`src/rtl/vga_pkg.sv`:
```
// 640x480@60 timing constants, framebuffer geometry and shared types for vga_pixel_gen.
package vga_pkg;

    // Horizontal timing, in pixel clocks
    localparam int H_SYNC   = 96;
    localparam int H_BP     = 48;
    localparam int H_ACTIVE = 640;
    localparam int H_FP     = 16;
    localparam int H_TOTAL  = H_SYNC + H_BP + H_ACTIVE + H_FP;

    // Vertical timing, in lines
    localparam int V_SYNC   = 2;
    localparam int V_BP     = 33;
    localparam int V_ACTIVE = 480;
    localparam int V_FP     = 10;
    localparam int V_TOTAL  = V_SYNC + V_BP + V_ACTIVE + V_FP;

    // Active window edges in sync-generator counter space
    localparam int H_ACT_START = H_SYNC + H_BP;
    localparam int H_ACT_END   = H_ACT_START + H_ACTIVE;
    localparam int V_ACT_START = V_SYNC + V_BP;
    localparam int V_ACT_END   = V_ACT_START + V_ACTIVE;

    // Quarter-resolution framebuffer
    localparam int FB_W     = 160;
    localparam int FB_H     = 120;
    localparam int FB_DEPTH = FB_W * FB_H;

    typedef struct packed {
        logic [3:0] r;
        logic [3:0] g;
        logic [3:0] b;
    } rgb444_t;

    typedef struct packed {
        logic [9:0] x;
        logic [9:0] y;
    } sprite_pos_t;

    // Each framebuffer word covers a 4x4 block of screen pixels.
    function automatic logic [14:0] fb_index(input logic [9:0] x, input logic [9:0] y);
        logic [14:0] row;
        logic [14:0] col;
        row = 15'(y >> 2);
        col = 15'(x >> 2);
        return row * 15'(FB_W) + col;
    endfunction

endpackage

```
`src/rtl/vga_sprite_pos.sv`:
```
// Sprite position handshake: one-deep pending register, committed to the live
// position only at the frame commit point so a frame never shows two positions.
module vga_sprite_pos
    import vga_pkg::*;
(
    input  logic        clk,
    input  logic        rst_n,
    input  logic        pos_valid,
    input  logic [9:0]  pos_x,
    input  logic [9:0]  pos_y,
    input  logic        commit,
    output logic        pos_ready,
    output sprite_pos_t spr_pos
);

    sprite_pos_t pend;
    logic        pend_full;
    logic        accept;

    assign pos_ready = !pend_full;
    assign accept    = pos_valid && pos_ready;

    // Commit drains a full pending slot; an accept can only land when the slot is
    // empty, so an accept in the commit cycle simply waits for the next commit.
    always_ff @(posedge clk) begin
        if (!rst_n) begin
            pend      <= '0;
            pend_full <= 1'b0;
            spr_pos   <= '0;
        end else if (commit && pend_full) begin
            spr_pos   <= pend;
            pend_full <= 1'b0;
        end else if (accept) begin
            pend      <= '{x: pos_x, y: pos_y};
            pend_full <= 1'b1;
        end
    end

endmodule

```
`src/rtl/vga_pixel_gen.sv`:
```
// VGA pixel generator: framebuffer fetch plus optional single-colour sprite overlay,
// fixed two-cycle latency from counters/syncs to RGB/sync outputs.
// Sprite overlay is compiled in with `define VGA_PIXEL_GEN_SPRITE_EN.
module vga_pixel_gen
    import vga_pkg::*;
#(
    parameter logic [11:0] SPRITE_COLOR = 12'hF00,
    parameter int          SPRITE_SIZE  = 16
) (
    input  logic        clk,
    input  logic        rst_n,
    input  logic [9:0]  h_count,
    input  logic [9:0]  v_count,
    input  logic        hsync_in,
    input  logic        vsync_in,
    output logic [14:0] fb_addr,
    input  logic [11:0] fb_data,
    input  logic        pos_valid,
    output logic        pos_ready,
    input  logic [9:0]  pos_x,
    input  logic [9:0]  pos_y,
    output logic        hsync,
    output logic        vsync,
    output logic        active,
    output logic [3:0]  red,
    output logic [3:0]  green,
    output logic [3:0]  blue
);

    localparam int STAGES = 1;

    logic              in_active;
    logic [9:0]        x;
    logic [9:0]        y;
    logic              commit;
    logic              spr_hit;
    logic [STAGES:0]   vld_pipe;
    logic [STAGES:0]   hs_pipe;
    logic [STAGES:0]   vs_pipe;
    logic              hit_q;
    rgb444_t           rgb_q;

    assign in_active = (h_count >= 10'(H_ACT_START)) && (h_count < 10'(H_ACT_END)) &&
                       (v_count >= 10'(V_ACT_START)) && (v_count < 10'(V_ACT_END));
    assign x         = h_count - 10'(H_ACT_START);
    assign y         = v_count - 10'(V_ACT_START);
    // First pixel clock of the first blanking line after the active area
    assign commit    = (h_count == 10'd0) && (v_count == 10'(V_ACT_END));

`ifdef VGA_PIXEL_GEN_SPRITE_EN
    sprite_pos_t spr_pos;
    logic [10:0] x11;
    logic [10:0] y11;
    logic [10:0] px11;
    logic [10:0] py11;

    vga_sprite_pos u_sprite_pos (
        .clk       (clk),
        .rst_n     (rst_n),
        .pos_valid (pos_valid),
        .pos_x     (pos_x),
        .pos_y     (pos_y),
        .commit    (commit),
        .pos_ready (pos_ready),
        .spr_pos   (spr_pos)
    );

    // 11-bit compare so a sprite near 1023 cannot wrap onto the left/top edge
    assign x11     = {1'b0, x};
    assign y11     = {1'b0, y};
    assign px11    = {1'b0, spr_pos.x};
    assign py11    = {1'b0, spr_pos.y};
    assign spr_hit = (x11 >= px11) && (x11 < px11 + 11'(SPRITE_SIZE)) &&
                     (y11 >= py11) && (y11 < py11 + 11'(SPRITE_SIZE));
`else
    logic unused_sprite;

    assign pos_ready     = 1'b1;
    assign spr_hit       = 1'b0;
    assign unused_sprite = ^{pos_valid, pos_x, pos_y, commit};
`endif

    // Control pipe: active and raw syncs shifted alongside the pixel data
    always_ff @(posedge clk) begin
        if (!rst_n) begin
            vld_pipe <= '0;
            hs_pipe  <= '1;
            vs_pipe  <= '1;
        end else begin
            vld_pipe <= {vld_pipe[STAGES-1:0], in_active};
            hs_pipe  <= {hs_pipe[STAGES-1:0], hsync_in};
            vs_pipe  <= {vs_pipe[STAGES-1:0], vsync_in};
        end
    end

    // Data pipe: address/hit in the first rank, final colour select in the second
    always_ff @(posedge clk) begin
        if (!rst_n) begin
            fb_addr <= '0;
            hit_q   <= 1'b0;
            rgb_q   <= '0;
        end else begin
            fb_addr <= in_active ? fb_index(x, y) : '0;
            hit_q   <= spr_hit;
            if (!vld_pipe[0])
                rgb_q <= '0;
            else if (hit_q)
                rgb_q <= rgb444_t'(SPRITE_COLOR);
            else
                rgb_q <= rgb444_t'(fb_data);
        end
    end

    assign active = vld_pipe[STAGES];
    assign hsync  = hs_pipe[STAGES];
    assign vsync  = vs_pipe[STAGES];
    assign red    = rgb_q.r;
    assign green  = rgb_q.g;
    assign blue   = rgb_q.b;

endmodule

```
`config.mk`:
```
export PLATFORM = sky130hd
export DESIGN_NAME = vga_pixel_gen
export DESIGN_NICKNAME = d
export VERILOG_FILES = /design/src/rtl/vga_pkg.sv /design/src/rtl/vga_sprite_pos.sv /design/src/rtl/vga_pixel_gen.sv
export SDC_FILE = /design/constraint.sdc
export NUM_CORES = 1
export LEC_CHECK = 0
export ABC_AREA = 1
export BUFFER_PORTS_ARGS = -buffer_cell sky130_fd_sc_hd__buf_2
export CELL_PAD_IN_SITES_DETAIL_PLACEMENT = 2
export CELL_PAD_IN_SITES_GLOBAL_PLACEMENT = 2
export CORE_ASPECT_RATIO = 1.75
export CORE_MARGIN = 3
export CORE_UTILIZATION = 22
export CTS_CLUSTER_DIAMETER = 80
export DETAILED_ROUTE_END_ITERATION = 8
export GPL_TIMING_DRIVEN = 0
export PLACE_DENSITY = 0.77
export REMOVE_ABC_BUFFERS = 1
export SYNTH_ARGS = -nofsm -noshare
export SYNTH_HDL_FRONTEND = slang
export SYNTH_HIERARCHICAL = 1
export SYNTH_SLANG_ARGS = --single-unit
```
`constraint.sdc`:
```
create_clock -name clk -period 2.7 [get_ports clk]
set_input_delay 0.54 -clock clk [delete_from_list [all_inputs] [get_ports clk]]
set_output_delay 0.54 -clock clk [all_outputs]
set_load 0.01 [all_outputs]
```
==> impl_metrics.ini <==
[critical_path]
path_cells = buf_4 > nor2_4 > nand3_4 > nand2_4 > nand2_4 > and2_4 > inv_4 > ha_4 > fa_2 > xor2_2 > buf_4 > nand3_2 > nor2_2 > nand2_1 > a21oi_1 > nor2_1
crit_type = in -> reg
critPathMaxStageDelay_ns = 0.42
reg2reg_from = vld_pipe[0]$_SDFF_PN0_
crit_slowest_cell = fa_2
cp-end-kind = flop
critPathLaunch = v_count[2]
worstPathArrival_ns = 2.81
required_ns = 2.87
path_max_fanout = 4
startpoint_type = input port

[clock_tree]
clockRootBuffer = clkbuf_16
max-clock-path-buffers = 2
cts_tree = done
clk_pin_slew_worst_paths_ns = 0.05
clock_latency_ns = 0.28
h-tree-depth = 2
clock-sinks = 33
numCtsBuffers = 5

[synthesis]
synth_seq_cells = 33
yosysSeqAreaShare_pct = 36.1
yosys.cell_types.count = 32
avgSynthCellArea_sq_um = 7.56
netlist_area_sq_um = 1830
synth_warnings = 6
syn_inst = 242

[global_route]
grt_max_degree = 15
antenna_found_initial = 0
grt_usage_pct = 11.6
grt_pass1_vias = 1960
grt.overflow.total = 0
grt_pass1_wl_mm = 8.60

[layout]
drive_gt1_share_pct = 44.7
finalNonFillerCells = 412
fin_nets = 393
fin_area_sq_um = 2640
antenna_cells = 0
syn_to_final_growth_pct = 44.0
final_common_cell = buf_2
layout_common_cells = 64 x buf_2, 40 x inv_1, 33 x nand2_1, 33 x dfxtp_1, 32 x nor2_1

[floorplan]
boundaryPins = 88
num_rows = 43
fp.dieW_um = 75.0
die_h_um = 127
die_area_sq_um = 9490
core_area_sq_um = 8020
initial_core_util_pct = 22.8

[placed_design]
dp_cells = 394
gp_congestion = 0.717
portBuffers = 65
dpl_worst_slack_ns = -0.512
place_area_sq_um = 2250
hpwl_mm = 4.34

[power]
p_switching_w = 0.000466
p_leak_nw = 1.45
p_per_area_nw_per_um2 = 618
switching_share_pct = 28.6
clockPowerShare_pct = 40.7
p_comb_share_pct = 27.5
power_frac_seq_pct = 31.8
power.internal_w = 0.00116
power_w = 0.00163
peakVddDrop_mv = 0.308

[sta]
skew_ns = 0.00416
slew_headroom_pct = 62.5
setup_viol = 0
timing.hold.ws_ns = 0.403
max_freq_mhz = 379
fin_crit_sh_pct = 97.8
min_period_ns = 2.64
tightest_slew_ns = 0.561
fin_ws_ns = 0.0583
slew_violations = 0
hold_violations = 0

[worst_hold_path]
min-delay-start = hs_pipe[0]$_SDFF_PN1_
hold_class = reg -> reg

[detailed_routing]
drtIter0Drc = 27
drt-wirelength-per-cell_um = 13.0
dr.pass1.iters = 4
drc = 0
vias = 1787
wl_mm = 5.37
vias_per_cell = 4.34
ant_nets = 0

[run_status]
status = complete, no violations

[run]
maxCapViolCount = 0
[flip-flops by register name, indices dropped and copies added, names as in the netlist]
register  flops
blue          4
fb_addr      15
green         4
hs_pipe       2
red           4
vld_pipe      2
vs_pipe       2
[layout make-up]
| type | instances | area, sq um |
|---|---|---|
| fill | 936 | 5380 |
| multi-input combinational | 160 | 1110 |
| sequential | 33 | 661 |
| timing repair buffer | 75 | 403 |
| inverter | 46 | 175 |
| clock buffer | 6 | 139 |
| tap | 90 | 113 |
| clock inverter | 2 | 37.5 |
[worst paths after layout]
| check | cells after the start | end | slack (ns) |
|---|---|---|---|
| min reg2reg | 2 | hs_pipe[1]$_SDFF_PN1_ | 0.40 |
| max | 16 | fb_addr[13]$_SDFF_PN0_ | 0.06 |
| min | 2 | hs_pipe[1]$_SDFF_PN1_ | 0.40 |
| max reg2reg | 2 | blue[2]$_SDFF_PN0_ | 1.87 |
[power groups by stage]
stage / clock network [W] / registers (W) / logic (W)
floorplan: 0 / 0.000539 / 0.000239
global placement: 0 / 0.000526 / 0.000347
detailed placement: 0 / 0.000528 / 0.000365
CTS: 0.000681 / 0.000518 / 0.000407
global route: 0.000702 / 0.000520 / 0.000506
finish: 0.000663 / 0.000517 / 0.000448
[Yosys cell counts, drive strengths merged]
cell type,instances,area [sq um]
nand2,55,267
inv,46,173
nor2,40,160
dfxtp,33,661
nand3,18,118
ha,13,163
a21oi,12,78.8
xor2,5,51.3
or2,3,18.8
and2,2,12.5
buf,2,15.0
fa,2,40.0
o21ai,2,13.8
xnor2,2,17.5
a21o,1,7.51
clkbuf,1,3.75
conb,1,3.75
nor3,1,5.00
nor3b,1,7.51
o211ai,1,7.51
o21a,1,7.51
[per-layer routing]
metal | up-vias | share of wire (%) | GRT usage [%]
met5 | - | 0 | 0
met4 | 0 | 1.7 | 4.40
li1 | 886 | - | -
met3 | 6 | 4.9 | 1.98
met1 | 846 | 33 | 10.8
met2 | 49 | 60 | 23.1
[critical path: cells and delay by family]
kind            cells  cell delay, ns
compound gates      1            0.14
simple gates        9            0.97
xor+xnor            1            0.19
buf+inv             3            0.32
fa+ha+maj           2            0.63
[repair_timing]
item                                    in CTS  in global routing
endpoints found under the hold margin        0                  0
gates resized for setup                     18                 18
hold buffers                                 0                  0
pin swaps                                    9                 17
buffers inserted                             3                  7
endpoints found under the setup margin       4                  3
[through the flow]
step,utilization (%),setup TNS (ns)
after floorplan,-,-0.114
after global placement,28.1,-1.61
after detailed placement,28.1,-1.85
after CTS,31.6,0
after global routing,32.9,-0.156
final,32.9,0
[cell families after synthesis]
group	Yosys count	share of synthesized area [%]
other	1	0.205
buffers and inverters	49	10.5
and+or+nand+nor	120	32.1
AOI/OAI and AO/OA	17	6.29
adders and majority gates	15	11.1
DFF	33	36.1
xor gates and xnor gates	7	3.76
(Power assumes the default switching activity.)
